`src/rtl/aes_pkg.sv`:
```
// Shared AES-128 definitions: round count, RCON, forward S-box and the
// byte-level round transforms, also used by the key expansion logic.
package aes_pkg;

  localparam logic [3:0] AES_NR = 4'd10;

  localparam logic [1:10][7:0] AES_RCON = {
    8'h01, 8'h02, 8'h04, 8'h08, 8'h10, 8'h20, 8'h40, 8'h80, 8'h1b, 8'h36
  };

  localparam logic [0:255][7:0] AES_SBOX = {
    8'h63, 8'h7c, 8'h77, 8'h7b, 8'hf2, 8'h6b, 8'h6f, 8'hc5, 8'h30, 8'h01, 8'h67, 8'h2b, 8'hfe, 8'hd7, 8'hab, 8'h76,
    8'hca, 8'h82, 8'hc9, 8'h7d, 8'hfa, 8'h59, 8'h47, 8'hf0, 8'had, 8'hd4, 8'ha2, 8'haf, 8'h9c, 8'ha4, 8'h72, 8'hc0,
    8'hb7, 8'hfd, 8'h93, 8'h26, 8'h36, 8'h3f, 8'hf7, 8'hcc, 8'h34, 8'ha5, 8'he5, 8'hf1, 8'h71, 8'hd8, 8'h31, 8'h15,
    8'h04, 8'hc7, 8'h23, 8'hc3, 8'h18, 8'h96, 8'h05, 8'h9a, 8'h07, 8'h12, 8'h80, 8'he2, 8'heb, 8'h27, 8'hb2, 8'h75,
    8'h09, 8'h83, 8'h2c, 8'h1a, 8'h1b, 8'h6e, 8'h5a, 8'ha0, 8'h52, 8'h3b, 8'hd6, 8'hb3, 8'h29, 8'he3, 8'h2f, 8'h84,
    8'h53, 8'hd1, 8'h00, 8'hed, 8'h20, 8'hfc, 8'hb1, 8'h5b, 8'h6a, 8'hcb, 8'hbe, 8'h39, 8'h4a, 8'h4c, 8'h58, 8'hcf,
    8'hd0, 8'hef, 8'haa, 8'hfb, 8'h43, 8'h4d, 8'h33, 8'h85, 8'h45, 8'hf9, 8'h02, 8'h7f, 8'h50, 8'h3c, 8'h9f, 8'ha8,
    8'h51, 8'ha3, 8'h40, 8'h8f, 8'h92, 8'h9d, 8'h38, 8'hf5, 8'hbc, 8'hb6, 8'hda, 8'h21, 8'h10, 8'hff, 8'hf3, 8'hd2,
    8'hcd, 8'h0c, 8'h13, 8'hec, 8'h5f, 8'h97, 8'h44, 8'h17, 8'hc4, 8'ha7, 8'h7e, 8'h3d, 8'h64, 8'h5d, 8'h19, 8'h73,
    8'h60, 8'h81, 8'h4f, 8'hdc, 8'h22, 8'h2a, 8'h90, 8'h88, 8'h46, 8'hee, 8'hb8, 8'h14, 8'hde, 8'h5e, 8'h0b, 8'hdb,
    8'he0, 8'h32, 8'h3a, 8'h0a, 8'h49, 8'h06, 8'h24, 8'h5c, 8'hc2, 8'hd3, 8'hac, 8'h62, 8'h91, 8'h95, 8'he4, 8'h79,
    8'he7, 8'hc8, 8'h37, 8'h6d, 8'h8d, 8'hd5, 8'h4e, 8'ha9, 8'h6c, 8'h56, 8'hf4, 8'hea, 8'h65, 8'h7a, 8'hae, 8'h08,
    8'hba, 8'h78, 8'h25, 8'h2e, 8'h1c, 8'ha6, 8'hb4, 8'hc6, 8'he8, 8'hdd, 8'h74, 8'h1f, 8'h4b, 8'hbd, 8'h8b, 8'h8a,
    8'h70, 8'h3e, 8'hb5, 8'h66, 8'h48, 8'h03, 8'hf6, 8'h0e, 8'h61, 8'h35, 8'h57, 8'hb9, 8'h86, 8'hc1, 8'h1d, 8'h9e,
    8'he1, 8'hf8, 8'h98, 8'h11, 8'h69, 8'hd9, 8'h8e, 8'h94, 8'h9b, 8'h1e, 8'h87, 8'he9, 8'hce, 8'h55, 8'h28, 8'hdf,
    8'h8c, 8'ha1, 8'h89, 8'h0d, 8'hbf, 8'he6, 8'h42, 8'h68, 8'h41, 8'h99, 8'h2d, 8'h0f, 8'hb0, 8'h54, 8'hbb, 8'h16
  };

  typedef enum logic {
    ST_IDLE,
    ST_RUN
  } aes_fsm_e;

  function automatic logic [7:0] aes_xtime(input logic [7:0] b);
    return {b[6:0], 1'b0} ^ (b[7] ? 8'h1b : 8'h00);
  endfunction

  function automatic logic [127:0] aes_sub_bytes(input logic [127:0] s);
    logic [127:0] o;
    o = '0;
    for (int unsigned i = 0; i < 16; i++) begin
      o[127-8*i -: 8] = AES_SBOX[s[127-8*i -: 8]];
    end
    return o;
  endfunction

  // Byte k of the block sits at row k%4, column k/4.
  function automatic logic [127:0] aes_shift_rows(input logic [127:0] s);
    logic [127:0] o;
    o = '0;
    for (int unsigned c = 0; c < 4; c++) begin
      for (int unsigned r = 0; r < 4; r++) begin
        o[127-8*(4*c+r) -: 8] = s[127-8*(4*((c+r)%4)+r) -: 8];
      end
    end
    return o;
  endfunction

  function automatic logic [127:0] aes_mix_columns(input logic [127:0] s);
    logic [127:0] o;
    logic [7:0]   a [4];
    o = '0;
    for (int unsigned c = 0; c < 4; c++) begin
      for (int unsigned r = 0; r < 4; r++) begin
        a[r] = s[127-8*(4*c+r) -: 8];
      end
      for (int unsigned r = 0; r < 4; r++) begin
        o[127-8*(4*c+r) -: 8] = aes_xtime(a[r]) ^ aes_xtime(a[(r+1)%4]) ^ a[(r+1)%4]
                              ^ a[(r+2)%4] ^ a[(r+3)%4];
      end
    end
    return o;
  endfunction

endpackage

```
`src/rtl/aes_sbox.sv`:
```
// Forward AES S-box, one byte, purely combinational.
module aes_sbox
  import aes_pkg::*;
(
  input  logic [7:0] i_data,
  output logic [7:0] o_data
);

  assign o_data = AES_SBOX[i_data];

endmodule

```
`src/rtl/aes_encrypt_iter.sv`:
```
// Iterative AES-128 encryptor: one round per clock on a single state
// register, ten rounds per block, externally supplied round keys.
module aes_encrypt_iter
  import aes_pkg::*;
(
  input  logic         clk,
  input  logic         rst,
  input  logic         start,
  input  logic [127:0] plaintext,
  input  logic [127:0] round_key0,
  input  logic [127:0] round_key1,
  input  logic [127:0] round_key2,
  input  logic [127:0] round_key3,
  input  logic [127:0] round_key4,
  input  logic [127:0] round_key5,
  input  logic [127:0] round_key6,
  input  logic [127:0] round_key7,
  input  logic [127:0] round_key8,
  input  logic [127:0] round_key9,
  input  logic [127:0] round_key10,
  output logic         busy,
  output logic         done,
  output logic [127:0] ciphertext
);

  aes_fsm_e     r_fsm;
  logic [3:0]   r_cnt;
  logic [127:0] r_state;
  logic         r_busy;
  logic         r_done;
  logic [127:0] r_ct;

  logic [127:0] w_sb;
  logic [127:0] w_sr;
  logic [127:0] w_mc;
  logic [127:0] w_rk;
  logic [127:0] w_next;

  for (genvar i = 0; i < 16; i++) begin : g_sbox
    aes_sbox u_sbox (
      .i_data (r_state[127-8*i -: 8]),
      .o_data (w_sb[127-8*i -: 8])
    );
  end

  assign w_sr = aes_shift_rows(w_sb);
  assign w_mc = aes_mix_columns(w_sr);

  always_comb begin
    w_rk = '0;
    case (r_cnt)
      4'd1:    w_rk = round_key1;
      4'd2:    w_rk = round_key2;
      4'd3:    w_rk = round_key3;
      4'd4:    w_rk = round_key4;
      4'd5:    w_rk = round_key5;
      4'd6:    w_rk = round_key6;
      4'd7:    w_rk = round_key7;
      4'd8:    w_rk = round_key8;
      4'd9:    w_rk = round_key9;
      4'd10:   w_rk = round_key10;
      default: w_rk = '0;
    endcase
  end

  // Final round skips MixColumns.
  assign w_next = ((r_cnt == AES_NR) ? w_sr : w_mc) ^ w_rk;

  always_ff @(posedge clk or posedge rst) begin
    if (rst) begin
      r_fsm   <= ST_IDLE;
      r_cnt   <= '0;
      r_state <= '0;
      r_busy  <= 1'b0;
      r_done  <= 1'b0;
      r_ct    <= '0;
    end else begin
      r_done <= 1'b0;
      case (r_fsm)
        ST_IDLE: begin
          if (start) begin
            r_state <= plaintext ^ round_key0;
            r_cnt   <= 4'd1;
            r_busy  <= 1'b1;
            r_fsm   <= ST_RUN;
          end
        end
        ST_RUN: begin
          r_state <= w_next;
          if (r_cnt == AES_NR) begin
            r_ct   <= w_next;
            r_done <= 1'b1;
            r_busy <= 1'b0;
            r_cnt  <= '0;
            r_fsm  <= ST_IDLE;
          end else begin
            r_cnt <= r_cnt + 4'd1;
          end
        end
        default: begin
          r_fsm  <= ST_IDLE;
          r_busy <= 1'b0;
          r_cnt  <= '0;
        end
      endcase
    end
  end

  assign busy       = r_busy;
  assign done       = r_done;
  assign ciphertext = r_ct;

endmodule

```
`config.mk`:
```
export PLATFORM = sky130hd
export DESIGN_NAME = aes_encrypt_iter
export DESIGN_NICKNAME = d
export VERILOG_FILES = /design/src/rtl/aes_pkg.sv /design/src/rtl/aes_sbox.sv /design/src/rtl/aes_encrypt_iter.sv
export SDC_FILE = /design/constraint.sdc
export NUM_CORES = 2
export LEC_CHECK = 0
export CAP_MARGIN = 20
export CORE_AREA = 2 2 658 660
export DETAILED_ROUTE_END_ITERATION = 7
export DIE_AREA = 0 0 660 662
export HOLD_SLACK_MARGIN = 0.06
export PLACE_DENSITY = 0.33
export SLEW_MARGIN = 30
export SYNTH_ARGS = -nofsm -noshare
export SYNTH_HDL_FRONTEND = slang
export SYNTH_SLANG_ARGS = --single-unit
```
`constraint.sdc`:
```
create_clock -name clk -period 10.2 [get_ports clk]
set_clock_uncertainty 0.2 [all_clocks]
set_input_delay 2.04 -clock clk [delete_from_list [all_inputs] [get_ports clk]]
set_output_delay 2.04 -clock clk [all_outputs]
set_load 0.02 [all_outputs]
```
Word level (Yosys, flattened, before mapping)

Memory sizes are Yosys's and may differ from the RTL's.
Cells that the tools add are included.

Flip-flop bits (word level): 263
ROM bits: 32768
Input port bits: 1539
Memories: 16
Output and inout port bits: 130
Logic and storage cells: 215

Memories:

| name            | words | width | read ports | clocked after Yosys merged registers in | write ports | RTL line      | text |
|---|---|---|---|---|---|---|---|
| (no name shown) | 256   | 8     | 1          | 0                                       | 0           | aes_sbox.sv:9 | `assign o_data = AES_SBOX[i_data];` |
| (no name shown) | 256   | 8     | 1          | 0                                       | 0           | aes_sbox.sv:9 |  |
| (no name shown) | 256   | 8     | 1          | 0                                       | 0           | aes_sbox.sv:9 |  |
| (no name shown) | 256   | 8     | 1          | 0                                       | 0           | aes_sbox.sv:9 |  |
| (no name shown) | 256   | 8     | 1          | 0                                       | 0           | aes_sbox.sv:9 |  |
| (no name shown) | 256   | 8     | 1          | 0                                       | 0           | aes_sbox.sv:9 |  |
| +10 memories    | -     | -     | -          | -                                       | -           | -             |  |

Magnitude comparators: 16
Reductions and logical operators: 2
Add/sub/neg operators: 1
Eq/ne operators: 12
Multiplexer cells: 63
Bitwise operators: 99

Operators with widths:

| operator                                            | count |
|---|---|
| case mux 128 bit (10 select lines)                  | 1 |
| XOR 8 bit                                           | 64 |
| two-way mux 128 bit                                 | 2 |
| two-way mux 8 bit                                   | 32 |
| case mux 128 bit (2 select lines)                   | 1 |
| XOR 128 bit                                         | 2 |
| >= comparator 9 bit, second input constant          | 16 |
| NOT 8 -> 9 bit                                      | 16 |
| XOR 8 x 5 -> 8 bit                                  | 16 |
| two-way mux 5 bit                                   | 16 |
| equality test 4 x 3 -> 1 bit, second input constant | 4 |
| equality test 4 bit, second input constant          | 3 |
| equality test 4 x 2 -> 1 bit, second input constant | 2 |
| two-way mux 4 bit                                   | 2 |
| case mux 4 bit (2 select lines)                     | 1 |
| two-way mux 1 bit                                   | 6 |
| adder 4 x 1 -> 4 bit, second input constant         | 1 |
| equality test 4 x 1 -> 1 bit, second input constant | 1 |
| case mux 1 bit (2 select lines)                     | 2 |
| AND reduction 2 bit                                 | 2 |
| != test 2 x 1 -> 1 bit, second input constant       | 1 |
| != test 2 bit, second input constant                | 1 |
| NOT 1 bit                                           | 1 |

Longest topological paths before layout

Word-level depth: 13
Gate-level depth with buffers: 17
Gate-level depth less buffers: 13

By module

From an unflattened synthesis, not the netlist that was laid out.

Cell total of the unflattened synthesis: 11426
Area total of the unflattened synthesis: 79113.4 um^2

Modules (own cells, without submodules):

| module                            | area each (um^2) | cells each | instances | sequential area each (um^2) |
|---|---|---|---|---|
| aes_sbox at g_sbox[10].u_sbox ... | 3179.3           | 507        | 15        | 0.0 |
| aes_encrypt_iter                  | 28054.4          | 3290       | 1         | 6581.3 |
| aes_sbox at g_sbox[0].u_sbox      | 3369.5           | 531        | 1         | 0.0 |

Worst setup path after synthesis

No wires, ideal clock.

Path type: flip-flop to flip-flop
Start: reg r_state[120]
End: reg r_state[124]
Library setup time: 0.139 ns
Data required time: 9.861 ns
Stages on the path, launching flop included: 17
Path slack: 5.679 ns
Path buffers: 3
Period minus slack after synthesis: 4.521 ns
Data arrival time: 4.183 ns
Cells stage by stage: dfrtp_1 > buf_2 > clkbuf_1 > inv_1 > ha_1 > or2b_1 > buf_2 > nand2_2 > o221a_1 > mux4_2 > a2111oi_2 > a311oi_4 > xnor2_1 > xnor2_1 > xnor2_1 > nor3_1 > or4_1

Word-level cells in the longest chain between the ends: 13

Ends and longest elaborated chain:

| element                                                   | RTL line               | text |
|---|---|---|
| start: declaration                                        | aes_encrypt_iter.sv:28 | `logic [127:0] r_state;` |
| start signal: assignment                                  | aes_encrypt_iter.sv:82 | `r_state <= plaintext ^ round_key0;` |
| start signal: assignment                                  | aes_encrypt_iter.sv:89 | `r_state <= w_next;` |
| NOT 8 -> 9 bit (implied by the code) (*)                  | aes_sbox.sv:9          |  |
| memory (256 x 8 bit) (*)                                  | -                      |  |
| two-way mux 8 bit (implied by the code) (*) (2 in series) | aes_sbox.sv:9          |  |
| two-way mux 5 bit                                         | aes_pkg.sv:36          | `return {b[6:0], 1'b0} ^ (b[7] ? 8'h1b : 8'h00);` |
| XOR 8 x 5 -> 8 bit                                        | aes_pkg.sv:36          |  |
| XOR 8 bit (2 in series)                                   | aes_pkg.sv:69          | `o[127-8*(4*c+r) -: 8] = aes_xtime(a[r]) ^ aes_xtime(a[(r+1)%4]) ^ a[(r+1)%4]` |
| XOR 8 bit (2 in series)                                   | aes_pkg.sv:70          | `^ a[(r+2)%4] ^ a[(r+3)%4];` |
| two-way mux 128 bit (*)                                   | aes_encrypt_iter.sv:67 | `assign w_next = ((r_cnt == AES_NR) ? w_sr : w_mc) ^ w_rk;` |
| XOR 128 bit (*)                                           | aes_encrypt_iter.sv:67 |  |
| case mux 128 bit (2 select lines) (*)                     | aes_encrypt_iter.sv:79 | `case (r_fsm)` |

Mark *: on every way between the ends. The rest lies on a longest branch, timed or not. The select of a mux whose other input is x is not followed.
A chain may end at the register's enable or synchronous reset.

Final worst setup path

Start: reg r_state[17]
End: reg r_state[49]

The elaborated chain is that of the path after synthesis.

==> results.txt <==
The count of flip-flops with a built-in enable after synthesis is 0. The run gives 0 as the global-route congestion overflow total. For this run, the number of Yosys warnings is 0. TritonCTS created 44 clock buffers. The number of hold violations in the final report came out at 0.

After floorplanning, the core was divided into 241 placement rows. The logs give 3.44 ns for the setup slack of the worst register-to-register path and 119 for the number of distinct library cells after synthesis. The detailed router placed 114873 vias in this run. The maximum net fanout on the critical path was 33; the buffer depth of the longest clock path was 3. Setup repair after global routing left no endpoint under its margin. After clock tree synthesis, the clock-pin slew on the worst setup and hold paths is 0.07 ns. Across all hold checks on the routed design, the worst slack comes to 0.280 ns. The sink count of the clock tree came out at 263. The run gives 0.74 ns as the clock latency on the worst-skew pair. The run gives 104466 as the via count of the first global-routing pass. Among all cell types in the netlist, the one instantiated most often is sky130_fd_sc_hd__nand2_1.

Number of antenna violations at the first check in global routing: 409. For the final routed database, the setup TNS stands at 0 ns. The first TritonRoute pass finished after 7 iterations. The floorplan step set the die width to 660 um.

After synthesis the cells add up to 0.0797 mm^2. The largest total area in the synthesized netlist belongs to sky130_fd_sc_hd__dfrtp_1. The worst hold path was traced through 2 stages. The cell type with the highest occurrence count on the critical path was sky130_fd_sc_hd__xnor2_1.

The worst setup path is captured at a flip-flop. The minimum period implied by the final worst setup slack is 6.76 ns, and the total non-filler cell area in the finished layout is 0.104 mm^2. For the cts-stage hold buffer count, the log shows 0.

The overall global routing resource usage was 0.392; the final-stage net count was 14184. Dividing the synthesized area by the synthesized cell count gives 6.85 um^2. Number of remaining DRC errors: 0. The number of nets in the synthesized netlist came out at 13413.

The effective utilization at floorplan is 0.185, and the height of the die is 662 um. The filler cells instantiated in the layout total 48548. The run gives 1669 as the number of placed I/O pins. After clock tree synthesis, the setup repair step added 0 buffers.

The region available for standard cell placement spans 0.430 mm^2. The buffering stage count on the worst path with inverters included was 2; the final-report setup violation count was 0. The fraction of final layout cells sized beyond drive strength 1 works out to 0.0845. Type of the worst setup path: reg -> reg.

The number of vias per cell after detailed routing was 6.17; the highest attainable clock frequency was 0.148 GHz. Cell with the largest stage delay on the worst path: sky130_fd_sc_hd__o221ai_2. The slew at the pin with the worst max-slew slack came out at 1.23 ns.

The maximum cell stage delay along the critical path works out to 0.79 ns. After legalization and detailed placement, the total HPWL measured 733000 um. The run finished with clean final reports. The number of pins with negative max-slew slack in the final report is 0.

The logs give 10.52 ns for the required time of the critical path and 0.437 mm^2 for the floorplan die area. The area fraction of the dominant cell type after synthesis is 0.0826. The startpoint class of the critical path was a flip-flop. The wire length of the first global-routing pass was 1140000 um; the share of the clock period used by the worst path was 0.662. The critical path runs through a total of 14 cells. Entering global routing, the biggest net connects 117 pins. In the final routed layout, each cell accounts on average for 48.6 um.

The last weighted congestion value of the routability-driven placer was 1.02; the layout overhead on the synthesized area was 30.6%. Sorting the synthesized cells by how often they occur yields sky130_fd_sc_hd__nand2_1 (1124), sky130_fd_sc_hd__o21ai_0 (951), sky130_fd_sc_hd__a21oi_1 (919). Ranked by total cell area, the synthesized netlist is headed by sky130_fd_sc_hd__dfrtp_1 (8.3%), sky130_fd_sc_hd__xnor2_1 (7.0%), sky130_fd_sc_hd__o21ai_0 (6.0%). Number of DRC violations after detailed-routing iteration 0: 18362. The worst hold path class was reg -> reg. The detail route stage leaves a number of antenna-violating nets equal to 0. The number of gates resized after cts came out at 0.

The fraction of synthesis flops using an asynchronous set or reset pin came out at 1.00. The H-tree level count was 2; the number of maximum-capacitance constraint violations was 0. The dominant register cell in the synthesized netlist was sky130_fd_sc_hd__dfrtp_1.

The tree is rooted in a sky130_fd_sc_hd__clkbuf_16. The run gives 904000 um as the sum of routed wire length over all layers. The critical path goes through buf_4 > inv_1 > ha_1 > nand2b_1 > nand2_1 > a21boi_0 > o21ai_0 > mux4_2 > a221oi_4 > xor2_1 > xnor2_1 > xnor2_2 > xnor2_1 > o221ai_2.

For the sequential area share after synthesis, the log shows 0.0826. The count of buffers added on input and output ports is 1668. The critical path's top delay family was compound AO/OA/AOI/OAI gates. The tools report the share of the core filled with cells in the final layout as 0.242. Once placement finished, the instance area stood at 0.101 mm^2.

TritonCTS built the clock tree. The worst-case headroom to the max-slew limit was 0.170; the arrival time at the worst endpoint was 7.08 ns. The post-synthesis register bit count came out at 263.

Counting every instance in the synthesized netlist gives 11638. The path depth of the worst reg2reg path is 14.
-- stage by stage --
step | worst slack [ns] | instances
after floorplan | 0.720 | 11638
after global placement | 3.61 | 18047
after detailed placement | 3.80 | 18068
after CTS | 3.77 | 18150
after global routing | 3.35 | 18462
final | 3.44 | 18605
-- worst paths after layout --
| path | start | endpoint |
|---|---|---|
| worst max-delay path | r_state[17] | r_state[49] |
| worst min-delay path | ciphertext[82] | ciphertext[82] |
| worst max register to register | r_state[17] | r_state[49] |
| worst min register to register | ciphertext[82] | ciphertext[82] |
| max in group asynchronous | rst | r_state[107] |
| min in group asynchronous | rst | ciphertext[89] |
-- cell type report --
| type | instances | area [um^2] | share of cell area |
|---|---|---|---|
| sequential | 263 | 6710 | 0.0645 |
| inverter | 185 | 707 | 0.00679 |
| timing repair buffer | 2093 | 20000 | 0.192 |
| tap | 5710 | 7140 | 0.0686 |
| clock buffer | 58 | 1230 | 0.0118 |
| antenna | 450 | 1130 | 0.0108 |
| clock inverter | 24 | 262 | 0.00251 |
| multi-input combinational | 9822 | 67000 | 0.643 |
-- sequential cells by signal, indices dropped and copies added, names as in the netlist --
signal,flops
r_cnt,4
r_state,128
ciphertext,128
busy,1
r_fsm,1
done,1
-- placed cells by master, fill, tap and decap left out, types with 152 or more instances in the layout --
cell type / n
sky130_fd_sc_hd__clkdlybuf4s50_1: 1662
sky130_fd_sc_hd__nand2_1: 1122
sky130_fd_sc_hd__o21ai_0: 943
sky130_fd_sc_hd__a21oi_1: 914
sky130_fd_sc_hd__nor2_1: 778
sky130_fd_sc_hd__xnor2_1: 627
sky130_fd_sc_hd__diode_2: 450
sky130_fd_sc_hd__buf_4: 398
sky130_fd_sc_hd__nor3_1: 349
sky130_fd_sc_hd__nand2b_1: 345
sky130_fd_sc_hd__a221oi_1: 315
sky130_fd_sc_hd__nand3_1: 291
sky130_fd_sc_hd__nor2b_1: 267
sky130_fd_sc_hd__a22o_1: 264
sky130_fd_sc_hd__o211ai_1: 251
sky130_fd_sc_hd__ha_1: 236
sky130_fd_sc_hd__a211oi_1: 230
sky130_fd_sc_hd__and3_1: 205
sky130_fd_sc_hd__dfrtp_1: 202
sky130_fd_sc_hd__a31oi_1: 200
sky130_fd_sc_hd__mux4_2: 199
sky130_fd_sc_hd__xor2_1: 184
sky130_fd_sc_hd__a22oi_1: 163
sky130_fd_sc_hd__a311oi_1: 152
-- layer usage --
| metal | share of wire | wire, um | vias to the layer above | track usage |
|---|---|---|---|---|
| met5 | 0.00097 | 874 | - | 0 |
| met4 | 0.080 | 72700 | 136 | 0.287 |
| met3 | 0.11 | 95300 | 1562 | 0.113 |
| met2 | 0.42 | 380000 | 8572 | 0.569 |
| met1 | 0.39 | 355000 | 58446 | 0.493 |
| li1 | - | - | 46157 | - |
-- logic make-up (layout without fill, tap and decap cells) --
| family | Yosys count | after routing | synth area share |
|---|---|---|---|
| AOI/OAI and AO/OA | 4620 | 4620 | 0.402 |
| and+or+nand+nor | 3824 | 3824 | 0.233 |
| buffers and inverters | 1553 | 2360 | 0.0816 |
| xor gates and xnor gates | 832 | 832 | 0.0932 |
| muxes | 305 | 305 | 0.0700 |
| DFF | 263 | 263 | 0.0826 |
| adders and majority gates | 241 | 241 | 0.0377 |
| other | 0 | 450 | 0 |
-- worst register-to-register path, cell delays in order (launching register included) --
cell and delay (ns):
sky130_fd_sc_hd__dfrtp_1 0.33, sky130_fd_sc_hd__buf_4 0.44, sky130_fd_sc_hd__inv_1 0.40, sky130_fd_sc_hd__ha_1 0.63, sky130_fd_sc_hd__nand2b_1 0.78, sky130_fd_sc_hd__nand2_1 0.09, sky130_fd_sc_hd__a21boi_0 0.37, sky130_fd_sc_hd__o21ai_0 0.12
sky130_fd_sc_hd__mux4_2 0.55, sky130_fd_sc_hd__a221oi_4 0.73, sky130_fd_sc_hd__xor2_1 0.17, sky130_fd_sc_hd__xnor2_1 0.22, sky130_fd_sc_hd__xnor2_2 0.45, sky130_fd_sc_hd__xnor2_1 0.29, sky130_fd_sc_hd__o221ai_2 0.79
Power is not shown: default switching activity piles up to over one toggle a cycle in this logic, so the estimate is an artifact.
